<file path="src/rtl/climate_pkg.sv">
// Shared types and threshold helpers for the climate controller.
// Thresholds are carried as 32-bit values saturated to a caller-chosen width.
package climate_pkg;

  typedef enum logic {
    OFF = 1'b0,
    ON  = 1'b1
  } act_state_t;

  localparam int HYST_DEFAULT = 2;

  function automatic logic [31:0] sat_add(input logic [31:0] a, input logic [31:0] b, input int w);
    logic [32:0] sum;
    logic [32:0] lim;
    sum = {1'b0, a} + {1'b0, b};
    lim = (33'd1 << w) - 33'd1;
    return (sum > lim) ? lim[31:0] : sum[31:0];
  endfunction

  function automatic logic [31:0] sat_sub(input logic [31:0] a, input logic [31:0] b);
    return (a > b) ? (a - b) : 32'd0;
  endfunction

endpackage

</file>
<file path="src/rtl/climate_ctrl_channel_monitor.sv">
// One sensor channel: latches the last sample, remembers it was ever seen,
// and flags the channel stale when no strobe arrives for STALE_CYC cycles.
module channel_monitor
  import climate_pkg::*;
#(
  parameter int DW        = 8,
  parameter int STALE_CYC = 300_000_000
) (
  input  logic          clk,
  input  logic          rst_n,
  input  logic          sample_valid,
  input  logic [DW-1:0] temp_in,
  input  logic [DW-1:0] hum_in,
  output logic [DW-1:0] temp_out,
  output logic [DW-1:0] hum_out,
  output logic          seen,
  output logic          fault
);

  localparam int SCW = $clog2(STALE_CYC + 1);
  localparam logic [SCW-1:0] STALE_MAX = SCW'(STALE_CYC);

  logic [DW-1:0]  temp_q, temp_d;
  logic [DW-1:0]  hum_q, hum_d;
  logic           seen_q, seen_d;
  logic [SCW-1:0] cnt_q, cnt_d;

  // A strobe always clears the counter, so it wins over the edge that would hit the limit.
  always_comb begin
    temp_d = temp_q;
    hum_d  = hum_q;
    seen_d = seen_q;
    cnt_d  = cnt_q;
    if (sample_valid) begin
      temp_d = temp_in;
      hum_d  = hum_in;
      seen_d = 1'b1;
      cnt_d  = '0;
    end else if (cnt_q != STALE_MAX) begin
      cnt_d = cnt_q + SCW'(1);
    end
  end

  always_ff @(posedge clk or posedge rst_n) begin
    if (rst_n) begin
      temp_q <= '0;
      hum_q  <= '0;
      seen_q <= 1'b0;
      cnt_q  <= '0;
    end else begin
      temp_q <= temp_d;
      hum_q  <= hum_d;
      seen_q <= seen_d;
      cnt_q  <= cnt_d;
    end
  end

  assign temp_out = temp_q;
  assign hum_out  = hum_q;
  assign seen     = seen_q;
  assign fault    = (cnt_q == STALE_MAX);

endmodule

</file>
<file path="src/rtl/climate_ctrl.sv">
// Worst-case aggregation over healthy sensor channels driving fan and
// humidifier hysteresis FSMs with minimum dwell and an all-stale fail-safe.
module climate_ctrl
  import climate_pkg::*;
#(
  parameter int N_CH      = 4,
  parameter int DW        = 8,
  parameter int HYST      = HYST_DEFAULT,
  parameter int DWELL_CYC = 1_000_000,
  parameter int STALE_CYC = 300_000_000
) (
  input  logic               clk,
  input  logic               rst_n,  // active-high asynchronous reset
  input  logic [N_CH-1:0]    sample_valid,
  input  logic [N_CH*DW-1:0] temperature,
  input  logic [N_CH*DW-1:0] humidity,
  input  logic [DW-1:0]      temp_set,
  input  logic [DW-1:0]      hum_set,
  output logic               fan_on,
  output logic               hum_on,
  output logic [N_CH-1:0]    fault,
  output logic [DW-1:0]      t_max,
  output logic [DW-1:0]      h_min,
  output logic               agg_valid
);

  localparam int DCW = $clog2(DWELL_CYC + 1);
  localparam logic [DCW-1:0] DWELL_MAX = DCW'(DWELL_CYC);

  logic [N_CH-1:0] seen, included;
  logic [DW-1:0]   ch_temp [N_CH];
  logic [DW-1:0]   ch_hum  [N_CH];

  for (genvar gi = 0; gi < N_CH; gi++) begin : g_ch
    channel_monitor #(.DW(DW), .STALE_CYC(STALE_CYC)) u_mon (
      .clk         (clk),
      .rst_n       (rst_n),
      .sample_valid(sample_valid[gi]),
      .temp_in     (temperature[gi*DW +: DW]),
      .hum_in      (humidity[gi*DW +: DW]),
      .temp_out    (ch_temp[gi]),
      .hum_out     (ch_hum[gi]),
      .seen        (seen[gi]),
      .fault       (fault[gi])
    );
  end

  assign included = seen & ~fault;

  logic [DW-1:0] t_max_q, t_max_d, h_min_q, h_min_d;
  logic          agg_valid_q, agg_valid_d;
  logic [DW-1:0] t_acc, h_acc;
  logic          any_inc;

  // With nothing included the aggregates keep their last values.
  always_comb begin
    any_inc = 1'b0;
    t_acc   = '0;
    h_acc   = '1;
    for (int i = 0; i < N_CH; i++) begin
      if (included[i]) begin
        any_inc = 1'b1;
        if (ch_temp[i] > t_acc) t_acc = ch_temp[i];
        if (ch_hum[i] < h_acc)  h_acc = ch_hum[i];
      end
    end
    agg_valid_d = any_inc;
    t_max_d     = any_inc ? t_acc : t_max_q;
    h_min_d     = any_inc ? h_acc : h_min_q;
  end

  // Thresholds live in DW+1 bits so a setpoint near full scale yields an unreachable level.
  logic [31:0] t_on_w, t_off_w, h_on_w, h_off_w, t_max_w, h_min_w;
  always_comb begin
    t_on_w  = sat_add(32'(temp_set), 32'(HYST), DW + 1);
    t_off_w = sat_sub(32'(temp_set), 32'(HYST));
    h_on_w  = sat_sub(32'(hum_set), 32'(HYST));
    h_off_w = sat_add(32'(hum_set), 32'(HYST), DW + 1);
    t_max_w = 32'(t_max_q);
    h_min_w = 32'(h_min_q);
  end

  logic       all_faulted;
  act_state_t fan_q, fan_d, hum_q, hum_d;
  logic [DCW-1:0] fan_dwell_q, fan_dwell_d, hum_dwell_q, hum_dwell_d;

  assign all_faulted = &fault;

  always_comb begin
    fan_d       = fan_q;
    fan_dwell_d = (fan_dwell_q != '0) ? fan_dwell_q - DCW'(1) : '0;
    if (all_faulted) begin
      if (fan_q != ON) begin
        fan_d       = ON;
        fan_dwell_d = DWELL_MAX;
      end
    end else if (agg_valid_q && fan_dwell_q == '0) begin
      case (fan_q)
        OFF: if (t_max_w >= t_on_w) begin
          fan_d       = ON;
          fan_dwell_d = DWELL_MAX;
        end
        ON: if (t_max_w <= t_off_w) begin
          fan_d       = OFF;
          fan_dwell_d = DWELL_MAX;
        end
      endcase
    end
  end

  always_comb begin
    hum_d       = hum_q;
    hum_dwell_d = (hum_dwell_q != '0) ? hum_dwell_q - DCW'(1) : '0;
    if (all_faulted) begin
      if (hum_q != OFF) begin
        hum_d       = OFF;
        hum_dwell_d = DWELL_MAX;
      end
    end else if (agg_valid_q && hum_dwell_q == '0) begin
      case (hum_q)
        OFF: if (h_min_w <= h_on_w) begin
          hum_d       = ON;
          hum_dwell_d = DWELL_MAX;
        end
        ON: if (h_min_w >= h_off_w) begin
          hum_d       = OFF;
          hum_dwell_d = DWELL_MAX;
        end
      endcase
    end
  end

  always_ff @(posedge clk or posedge rst_n) begin
    if (rst_n) begin
      t_max_q     <= '0;
      h_min_q     <= '0;
      agg_valid_q <= 1'b0;
      fan_q       <= OFF;
      hum_q       <= OFF;
      fan_dwell_q <= '0;
      hum_dwell_q <= '0;
    end else begin
      t_max_q     <= t_max_d;
      h_min_q     <= h_min_d;
      agg_valid_q <= agg_valid_d;
      fan_q       <= fan_d;
      hum_q       <= hum_d;
      fan_dwell_q <= fan_dwell_d;
      hum_dwell_q <= hum_dwell_d;
    end
  end

  assign fan_on    = (fan_q == ON);
  assign hum_on    = (hum_q == ON);
  assign t_max     = t_max_q;
  assign h_min     = h_min_q;
  assign agg_valid = agg_valid_q;

endmodule

</file>
<file path="config.mk">
export PLATFORM = sky130hd
export DESIGN_NAME = climate_ctrl
export DESIGN_NICKNAME = d
export VERILOG_FILES = /design/src/rtl/climate_pkg.sv /design/src/rtl/climate_ctrl_channel_monitor.sv /design/src/rtl/climate_ctrl.sv
export SDC_FILE = /design/constraint.sdc
export NUM_CORES = 1
export LEC_CHECK = 0
export CAP_MARGIN = 20
export CORE_MARGIN = 3
export CORE_UTILIZATION = 54
export CTS_BUF_LIST = sky130_fd_sc_hd__clkbuf_16
export DETAILED_ROUTE_END_ITERATION = 10
export PLACE_DENSITY = 0.88
export SKIP_CTS_REPAIR_TIMING = 1
export SYNTH_ARGS = -nofsm -noshare
export SYNTH_HDL_FRONTEND = slang
export SYNTH_SLANG_ARGS = --single-unit
export TNS_END_PERCENT = 1
</file>
<file path="constraint.sdc">
create_clock -name clk -period 7.2 [get_ports clk]
set_clock_uncertainty 0.1 [all_clocks]
set_input_delay 0.72 -clock clk [delete_from_list [all_inputs] [get_ports clk]]
set_output_delay 0.72 -clock clk [all_outputs]
set_load 0.02 [all_outputs]
</file>
After elaboration in Yosys (flattened, before gate mapping)
Index checks and enable logic that the tools add are counted.
{ "word_totals": {"regBits": 243, "word_cells": 130} }
{ "classes": {"magnitude_cmp": 16, "n_eq_ne": 8, "n_addsub": 10, "n_mux": 56, "n_reduce_logical": 13, "bitwise_logic": 4} }
{ "ops": {"columns": ["op", "n"], "rows": [
  ["$mux 20", 12],
  ["$mux 29", 8],
  ["$mux 8", 16],
  ["$add 29x1->29 const B", 4],
  ["$eq 29x29->1 const B", 4],
  ["$ne 29x29->1 const B", 4],
  ["$pmux 20 s2", 2],
  ["$le 8x32->1", 2],
  ["$mux 32", 2],
  ["$logic_not 20->1", 2],
  ["$reduce_bool 20->1", 2],
  ["$sub 20x1->20 const B", 2],
  ["$gt 8x8->1", 3],
  ["$lt 8x8->1", 3],
  ["$add 8x2->9 const B", 2],
  ["$ge 8x9->1", 2],
  ["$gt 9x9->1 const B", 2],
  ["$mux 9", 2],
  ["$sub 8x2->9 const B", 2],
  ["$gt 8x2->1 const B", 2],
  ["$mux 1", 12],
  ["$reduce_bool 2->1", 6],
  ["$gt 8x1->1 const B", 1],
  ["$lt 8x8->1 const B", 1],
  ["6 further kinds", 9]
]} }

Depth between registers and ports, before layout
Gate-level depths: netlist of run 1.
{ "depth": {"depth_word": 13, "mapped_depth": 38, "depth_no_buf": 34} }

Modules after synthesis
A second synthesis of run 1 with hierarchy kept.
{ "hier_totals": {"cells_unflattened": 1509, "hier_area_um2": 14502.7} }
{ "modules_own_cells": {"columns": ["mod", "area_each_um2", "instances", "cells_per_inst"], "rows": [
  ["channel_monitor", 2228.4, 4, 213],
  ["climate_ctrl", 5589.1, 1, 657]
]} }

Least setup slack after synthesis of run 1
No wires, ideal clock.
{ "synth_path": {"path_type": "register to register", "start": "register g_ch[0].u_mon.cnt_q[0]", "end": "register h_min_q[2], in the netlist h_min[2]", "path_buffers": 2, "arrival_ns": 6.381, "period_less_slack_ns": 6.607, "setup_slack_ns": 0.593, "stages_incl_launch_ff": 30, "setup_time_ns": 0.126, "t_required_ns": 6.974, "path_cell_list": "dfrtp_1 inv_1 ha_1 nor4b_1 and3_1 nand2_1 nand2_1 nor2_1 ha_1 a21o_1 a21oi_1 o22ai_1 nor3_1 nand2_1 mux2_2 ha_1 a21oi_1 o21ai_0 or4_1 o31ai_1 buf_2 nand2_1 o21a_1 ha_1 a21o_1 a2111oi_0 o21ai_0 buf_2 o22ai_1 a21oi_1"} }
{ "synth_via": {"elab_chain_cells": 13} }
{ "synth_rtl": {"columns": ["item", "line_no", "source"], "rows": [
  ["from (decl)", "climate_ctrl_channel_monitor.sv:26", "logic [SCW-1:0] cnt_q, cnt_d;"],
  ["from (signal assigned)", "climate_ctrl_channel_monitor.sv:54", "cnt_q <= cnt_d;"],
  ["$eq 29x29->1 (*)", "climate_ctrl_channel_monitor.sv:61", "assign fault = (cnt_q == STALE_MAX);"],
  ["$not 4->4 (*)", "climate_ctrl.sv:48", "assign included = seen & ~fault;"],
  ["$and 4x4->4 (*)", "climate_ctrl.sv:48", null],
  ["$mux 8", "climate_ctrl.sv:61", "if (included[i]) begin"],
  ["$lt 8x8->1", "climate_ctrl.sv:64", "if (ch_hum[i] < h_acc) h_acc = ch_hum[i];"],
  ["$mux 8", "climate_ctrl.sv:64", null],
  ["$mux 8", "climate_ctrl.sv:61", null],
  ["$lt 8x8->1", "climate_ctrl.sv:64", null],
  ["$mux 8", "climate_ctrl.sv:64", null],
  ["$mux 8", "climate_ctrl.sv:61", null],
  ["$lt 8x8->1", "climate_ctrl.sv:64", null],
  ["$mux 8", "climate_ctrl.sv:64", null],
  ["$mux 8", "climate_ctrl.sv:61", null],
  ["to (signal assigned)", "climate_ctrl.sv:144", "h_min_q <= h_min_d;"],
  ["to (decl)", "climate_ctrl.sv:50", "logic [DW-1:0] t_max_q, t_max_d, h_min_q, h_min_d;"]
]} }
Mark *: on every way between the ends. The rest lies on a longest branch, timed or not.
A chain may end at the register's enable or synchronous reset.

Final worst setup path of run 1
{ "layout_path": {"start": "register g_ch[0].u_mon.cnt_q[0]", "end": "register t_max_q[0], in the netlist t_max[0]"} }
{ "layout_via": {"elab_chain_cells": 13} }
{ "layout_rtl": {"columns": ["item", "line_no", "source"], "rows": [
  ["$eq 29x29->1 (*)", "climate_ctrl_channel_monitor.sv:61", null],
  ["$not 4->4 (*)", "climate_ctrl.sv:48", null],
  ["$and 4x4->4 (*)", "climate_ctrl.sv:48", null],
  ["$mux 8", "climate_ctrl.sv:61", null],
  ["$gt 8x8->1", "climate_ctrl.sv:63", "if (ch_temp[i] > t_acc) t_acc = ch_temp[i];"],
  ["$mux 8", "climate_ctrl.sv:63", null],
  ["$mux 8", "climate_ctrl.sv:61", null],
  ["$gt 8x8->1", "climate_ctrl.sv:63", null],
  ["$mux 8", "climate_ctrl.sv:63", null],
  ["$mux 8", "climate_ctrl.sv:61", null],
  ["$gt 8x8->1", "climate_ctrl.sv:63", null],
  ["$mux 8", "climate_ctrl.sv:63", null],
  ["$mux 8", "climate_ctrl.sv:61", null],
  ["to (signal assigned)", "climate_ctrl.sv:143", "t_max_q <= t_max_d;"],
  ["to (decl)", "climate_ctrl.sv:50", null]
]} }
Marked as above.

==> results.toml, run 1 <==
[timing]
hold-worst-slack_ps = 368
timing.fmax_mhz = 147
slew_margin_rel = 0.336
hold_viol_final = 0
finalSetupViolations = 0
final_critical_path_setup_slack_ps = 412
timing.final.crit_period_ps = 6790
tightestPinTransition_ps = 996
timing.final.crit_share = 0.943
final_count_of_pins_violating_max_slew = 0

[logic_synthesis]
synth.yosys.warnings = 0
mappedNetlistNets = 1602
number_of_enable_type_register_cells_in_the_synthesized_netlist = 0
post-synth-top-area-cell = "sky130_fd_sc_hd__dfrtp_1"
synth_area_leaders = "sky130_fd_sc_hd__dfrtp_1 (44%), sky130_fd_sc_hd__ha_1 (8.1%), sky130_fd_sc_hd__xor2_1 (5.7%)"
synth-seq-cells = 243
yosysUniqueCellTypes = 73
netlist_instances = 1426
share_of_the_yosys_chip_area_belonging_to_registers = 0.438
postSynth.asyncResetShare = 1.00
synthMostInstantiatedCell = "sky130_fd_sc_hd__dfrtp_1"
synth_top_flop_cell = "sky130_fd_sc_hd__dfrtp_1"
synth_top_cell_area_share = 0.438
ys_top_cells_by_count = "sky130_fd_sc_hd__dfrtp_1 (243), sky130_fd_sc_hd__nor2_1 (181), sky130_fd_sc_hd__nand2_1 (117), sky130_fd_sc_hd__xor2_1 (91), sky130_fd_sc_hd__ha_1 (90)"
postSynthAreaPerCell_sq_um = 9.74
syn_area_sq_um = 13900

[die]
coreArea_sq_um = 25300
initial_core_utilization = 0.550
height_of_the_die_microns = 166
placement_rows = 58
die_area_sq_um = 27700
die_width_microns = 166
io_pins = 109

[worst_setup_path]
r2r_setup_slack_ps = 410
setup.worst_path.class = "flip-flop to flip-flop"
worstSetupStartpointType = "flip-flop"
worstPathMaxFanout = 13
worstReg2RegEnd = "t_max[0]$_DFFE_PP0P_"
slowest_stage = "sky130_fd_sc_hd__o21ai_0"
crit_cells = 32
required_time_at_the_endpoint_of_the_critical_path_ps = 7500
critical_path.endpoint_type = "flip-flop"
arrival_time_worst_endpoint_ps = 7090
cpPeakStageDelay_ps = 430
origin_of_the_critical_flop_to_flop_path = "g_ch[0].u_mon.cnt_q[0]$_DFFE_PP0P_"
cell_type_with_the_highest_occurrence_count_on_the_critical_path = "sky130_fd_sc_hd__ha_1"
timing.critical_path.max_delay_family = "compound AO/OA/AOI/OAI gates"
depth_of_the_worst_register_to_register_path = 32
cp_num_buf_inv = 4

[global_route]
number_of_antenna_violations_at_the_first_check_in_global_routing = 0
grt_pass1_wl_microns = 54400
maximum_number_of_pins_on_one_net_before_global_route_repair = 133
grt_pass1_vias = 11100
global_route.overflow_total = 0
overall_fraction_of_global_route_tracks_in_use = 0.229

[cts]
cts_root_buf = "sky130_fd_sc_hd__clkbuf_16"
cts_tree = "yes"
clock-sinks = 243
reg_clk_slew_reported_paths_ps = 60
cts-buffers-inserted = 24
max-clock-path-buffers = 3
ctsHtreeMaxLevel = 1
latest_clock_arrival_within_the_worst_skew_pair_ps = 510

[place]
finalWeightedCongestion = 0.877
post-place-cells = 1827
place_ws_ps = -146
number_of_input_and_output_port_buffers_inserted = 108
dp_hpwl_microns = 23700

[route]
firstDrtPassIters = 5
via_count = 11200
drt_iter0_drc = 901
routed_wirelength_microns = 32600
routed_via_density = 5.97
ant_nets = 0
drc = 0
drt-wirelength-per-cell_microns = 17.5

[power]
peakVddDrop_v = 0.000145
powerDensity_nw_per_um2 = 240
cellLeakagePower_nw = 6.91

[layout]
drive_above_1_share = 0.0975
flow.area_growth_from_synthesis_pct = 15.6
fin_nets = 1699
final-instance-count-excl-fill = 1869
antennaDiodeCount = 0

[hold_path]
whs_path_depth = 1
hold_path_startpoint = "fan_dwell_q[0]$_DFF_PP0_"
class_of_the_worst_hold_path = "flip-flop to flip-flop"
whs_endpoint = "fan_dwell_q[0]$_DFF_PP0_"

[flow_run]
maxCapViolCount = 0

[run_status]
run_status = "complete, no violations"
[layout make-up]
| cell class | instances | area (sq um) |
|---|---|---|
| Fill cell | 1902 | 9200 |
| Multi-Input combinational cell | 1078 | 7430 |
| Sequential cell | 243 | 6080 |
| Timing Repair Buffer | 119 | 1160 |
| Clock buffer | 25 | 626 |
| Tap cell | 330 | 413 |
| Inverter | 57 | 218 |
| Clock inverter | 17 | 124 |
[routing by layer]
| metal | vias up | global-route usage | wire length, microns |
|---|---|---|---|
| met4 | 0 | 0.0534 | 765 |
| li1 | 5251 | - | - |
| met1 | 5517 | 0.312 | 14300 |
| met3 | 71 | 0.0357 | 1700 |
| met5 | - | 0 | 0 |
| met2 | 312 | 0.391 | 15900 |
[power breakdown]
group	internal, mW	switching, mW	total [mW]
sequential	1.45	0.119	1.57
combinational	0.519	0.559	1.08
clock	0.695	0.513	1.21
[worst reg2reg max path, delay by kind of cell, from the launching register on]
kind / cells / cell delay, ps
AOI/OAI and AO/OA: 12 / 2370
and+or+nand+nor: 11 / 2000
adders and majority gates: 4 / 1080
buffers and inverters: 4 / 630
DFF: 1 / 390
muxes: 1 / 130
[kinds of logic after synthesis]
family	Yosys count	synth area share
compound gates	207	0.0974
xor+xnor	134	0.0845
fa+ha+maj	90	0.0811
buf+inv	105	0.0304
flops	243	0.438
mux	72	0.0576
simple gates	575	0.211
[state kept, by name, indices dropped and copies added, names as in the netlist, 4 cells and up]
name / cells
g_ch.u_mon.cnt_q: 116
g_ch.u_mon.temp_out: 32
fan_dwell_q: 20
g_ch.u_mon.seen: 4
hum_dwell_q: 20
h_min: 8
t_max: 8
g_ch.u_mon.hum_out: 32
[per-stage QoR]
step | setup TNS (ps) | power, mW | cell area (sq um) | utilization
CTS | -1870 | 3.86 | 16000 | 0.633
global route | -1370 | 4.06 | 16100 | 0.636
finish | 0 | 3.86 | 16100 | 0.636
global placement | 0 | 2.59 | 15200 | 0.604
detailed placement | -932 | 2.64 | 15200 | 0.604
floorplan | 0 | 2.27 | 13900 | -
[worst max-delay path by stage]
stage | from | endpoint
3_3_place_gp | g_ch[0].u_mon.cnt_q[0]$_DFFE_PP0P_ | t_max[1]$_DFFE_PP0P_
3_5_place_dp | g_ch[0].u_mon.cnt_q[0]$_DFFE_PP0P_ | t_max[1]$_DFFE_PP0P_
6_report | g_ch[0].u_mon.cnt_q[0]$_DFFE_PP0P_ | t_max[0]$_DFFE_PP0P_
5_1_grt | g_ch[0].u_mon.cnt_q[0]$_DFFE_PP0P_ | h_min[7]$_DFFE_PP0P_
4_1_cts | g_ch[0].u_mon.cnt_q[0]$_DFFE_PP0P_ | t_max[1]$_DFFE_PP0P_
2_1_floorplan | g_ch[0].u_mon.cnt_q[0]$_DFFE_PP0P_ | h_min[2]$_DFFE_PP0P_
[cells in the final DEF (no fill, tap or decap), types with 5 or more instances in the layout]
cell type	n
sky130_fd_sc_hd__nor4_1	13
sky130_fd_sc_hd__and2_1	5
sky130_fd_sc_hd__xnor2_1	43
sky130_fd_sc_hd__and4_1	12
sky130_fd_sc_hd__nand2_1	114
sky130_fd_sc_hd__dfrtp_1	243
sky130_fd_sc_hd__nor2_1	180
sky130_fd_sc_hd__o22a_1	8
sky130_fd_sc_hd__o221a_2	8
sky130_fd_sc_hd__clkdlybuf4s50_1	104
sky130_fd_sc_hd__nand4_1	43
sky130_fd_sc_hd__inv_1	58
sky130_fd_sc_hd__nand2_2	5
sky130_fd_sc_hd__mux2i_1	9
sky130_fd_sc_hd__or3_1	27
sky130_fd_sc_hd__or4_1	12
sky130_fd_sc_hd__nor4b_1	14
sky130_fd_sc_hd__ha_1	90
sky130_fd_sc_hd__mux2_2	63
sky130_fd_sc_hd__o21a_1	16
sky130_fd_sc_hd__a21oi_1	55
sky130_fd_sc_hd__o21ai_0	55
sky130_fd_sc_hd__o211ai_1	5
sky130_fd_sc_hd__clkbuf_16	25
sky130_fd_sc_hd__o22ai_1	9
sky130_fd_sc_hd__and3_1	20
sky130_fd_sc_hd__nand3_1	54
sky130_fd_sc_hd__a21o_1	12
sky130_fd_sc_hd__nor2b_1	6
sky130_fd_sc_hd__clkinv_1	8
sky130_fd_sc_hd__or2_2	8
sky130_fd_sc_hd__xor2_1	91
sky130_fd_sc_hd__nor3_1	25
sky130_fd_sc_hd__buf_4	10
sky130_fd_sc_hd__o21bai_1	5
sky130_fd_sc_hd__nand2b_1	14
Note: power is estimated with default switching activity, not from simulation.
==> run 2: changes to the inputs <==
- CORE_ASPECT_RATIO: unset -> 1.1
- CORE_UTILIZATION: 54 -> 59
- PLACE_DENSITY: 0.88 -> 0.91
- clock period: 7.2 -> 7.6 ns (I/O delays scaled with it)
==> run 2 against run 1 <==
  * Utilization increased by 6.1 points
  * Clock power about the same
  * Total power decreased by 3.4%
  * Sequential share of layout area increased by 0.089 points
  * Critical path type unchanged
==> results.toml, run 2 (synthesized netlist as in run 1, its figures left out) <==
[run_status]
run_status = "complete, no violations"

[worst_setup_path]
worstSetupStartpointType = "flip-flop"
critical_path.endpoint_type = "flip-flop"
depth_of_the_worst_register_to_register_path = 29
origin_of_the_critical_flop_to_flop_path = "g_ch[0].u_mon.cnt_q[0]$_DFFE_PP0P_"
cell_type_with_the_highest_occurrence_count_on_the_critical_path = "sky130_fd_sc_hd__ha_1"
arrival_time_worst_endpoint_ps = 7530
r2r_setup_slack_ps = 410
worstReg2RegEnd = "h_min[5]$_DFFE_PP0P_"
worstPathMaxFanout = 14
critical_path.startpoint = "g_ch[0].u_mon.cnt_q[0]$_DFFE_PP0P_"
timing.critical_path.to = "h_min[5]$_DFFE_PP0P_"
cpPeakStageDelay_ps = 570
setup.worst_path.class = "flip-flop to flip-flop"
required_time_at_the_endpoint_of_the_critical_path_ps = 7940
slowest_stage = "sky130_fd_sc_hd__or4_1"

[die]
initial_core_utilization = 0.604
height_of_the_die_microns = 167
io_pins = 109
die_area_sq_um = 25400
coreArea_sq_um = 23000
die_width_microns = 152
placement_rows = 58

[cts]
reg_clk_slew_reported_paths_ps = 60
clock-sinks = 243
max-clock-path-buffers = 3
latest_clock_arrival_within_the_worst_skew_pair_ps = 520
cts_root_buf = "sky130_fd_sc_hd__clkbuf_16"
cts-buffers-inserted = 25
ctsHtreeMaxLevel = 1
cts_tree = "yes"

[place]
post-place-cells = 1793
place_ws_ps = 141
dp_hpwl_microns = 23200
number_of_input_and_output_port_buffers_inserted = 108
placed_area_sq_um = 15200
finalWeightedCongestion = 0.921

[route]
via_count = 11300
routed_wirelength_microns = 33200
ant_nets = 0
firstDrtPassIters = 5
drt-wirelength-per-cell_microns = 18.0
drc = 0
drt_iter0_drc = 691
routed_via_density = 6.14

[timing]
finalSetupViolations = 0
slew_margin_rel = 0.316
timing.final.crit_share = 0.946
finalSetupTns_ps = 0
hold_viol_final = 0
final_critical_path_setup_slack_ps = 408
rsz0062_at_grt = "no"
timing.final.crit_period_ps = 7190
hold-worst-slack_ps = 354
tightestPinTransition_ps = 1030
timing.fmax_mhz = 139
final_count_of_pins_violating_max_slew = 0

[layout]
flow.area_growth_from_synthesis_pct = 15.3
post_layout_inst_area_sq_um = 16000
largest_reg_flops = 116
post-route-util = 0.696
final_common_cell = "sky130_fd_sc_hd__dfrtp_1"
mostFrequentLayoutCells = "sky130_fd_sc_hd__dfrtp_1 (243), sky130_fd_sc_hd__nor2_1 (180), sky130_fd_sc_hd__nand2_1 (116), sky130_fd_sc_hd__clkdlybuf4s50_1 (105), sky130_fd_sc_hd__xor2_1 (91)"
top_register = "g_ch.u_mon.cnt_q"
final.fill_count = 1594
final-instance-count-excl-fill = 1838
antennaDiodeCount = 0
fin_nets = 1696
drive_above_1_share = 0.0975

[power]
cellLeakagePower_nw = 6.91
sequentialPowerShare = 0.401
pwr-share-clk = 0.325
powerDensity_nw_per_um2 = 233
p_int_mw = 2.57
peakVddDrop_v = 0.000234
power.share.switching = 0.311
total_power_mw = 3.73
comb_power_share = 0.274
switching_power_mw = 1.16

[hold_path]
class_of_the_worst_hold_path = "flip-flop to flip-flop"

[flow_run]
maxCapViolCount = 0

[global_route]
number_of_antenna_violations_at_the_first_check_in_global_routing = 0
global_route.overflow_total = 0
grt_pass1_wl_microns = 54500
overall_fraction_of_global_route_tracks_in_use = 0.253
grt_pass1_vias = 11200
maximum_number_of_pins_on_one_net_before_global_route_repair = 93
run 2: cell types whose count changed in the layout (fill, tap and decap cells not counted), sizes merged:
cell and delta:
clkbuf +1, bufinv +1, clkinv +4, buf -6
clkinvlp -1, clkdlybuf4s50 +1, inv -1
run 2: worst min-delay path by stage:
stage	cells past startpoint	slack (ps)	endpoint	startpoint
floorplan	1	330	fan_dwell_q[0]$_DFF_PP0_	fan_dwell_q[0]$_DFF_PP0_
finish	1	350	fan_dwell_q[0]$_DFF_PP0_	fan_dwell_q[0]$_DFF_PP0_
global placement	1	340	fan_dwell_q[0]$_DFF_PP0_	fan_dwell_q[0]$_DFF_PP0_
detailed placement	1	350	fan_dwell_q[0]$_DFF_PP0_	fan_dwell_q[0]$_DFF_PP0_
global route	1	380	fan_dwell_q[0]$_DFF_PP0_	fan_dwell_q[0]$_DFF_PP0_
CTS	1	350	fan_dwell_q[0]$_DFF_PP0_	fan_dwell_q[0]$_DFF_PP0_
run 2: critical path: cells and delay by family (launching register included):
kind / cells / cell delay [ps]
multiplexers: 1 / 370
adder cells (fa/ha/maj): 4 / 1060
buffers and inverters: 3 / 640
flip-flops: 1 / 380
AND/OR/NAND/NOR: 10 / 2410
AO/OA/AOI/OAI: 11 / 2140
run 2: power groups by stage:
stage                     Combinational (mW)  Sequential [mW]  Clock [mW]
after CTS                               1.00             1.49        1.23
after global placement                 0.937             1.51           0
final                                   1.02             1.49        1.21
after global routing                    1.13             1.50        1.29
after detailed placement               0.981             1.51           0
after floorplan                        0.635             1.52           0
run 2: per-layer routing:
metal	GRT usage	share of wire	wire [microns]	up-vias
li1	-	-	-	5240
met1	0.335	0.42	13800	5552
met2	0.437	0.49	16300	406
met3	0.0327	0.062	2050	84
met4	0.0754	0.028	943	0
met5	0	0	0	-
run 2: layout make-up:
cell class | count | area (sq um) | share of cell area
inverter | 57 | 221 | 0.0138
clock buffer | 25 | 626 | 0.0391
timing repair buffer | 115 | 1120 | 0.0699
tap | 300 | 375 | 0.0234
sequential | 243 | 6080 | 0.380
clock inverter | 20 | 179 | 0.0112
multi-input combinational | 1078 | 7410 | 0.463
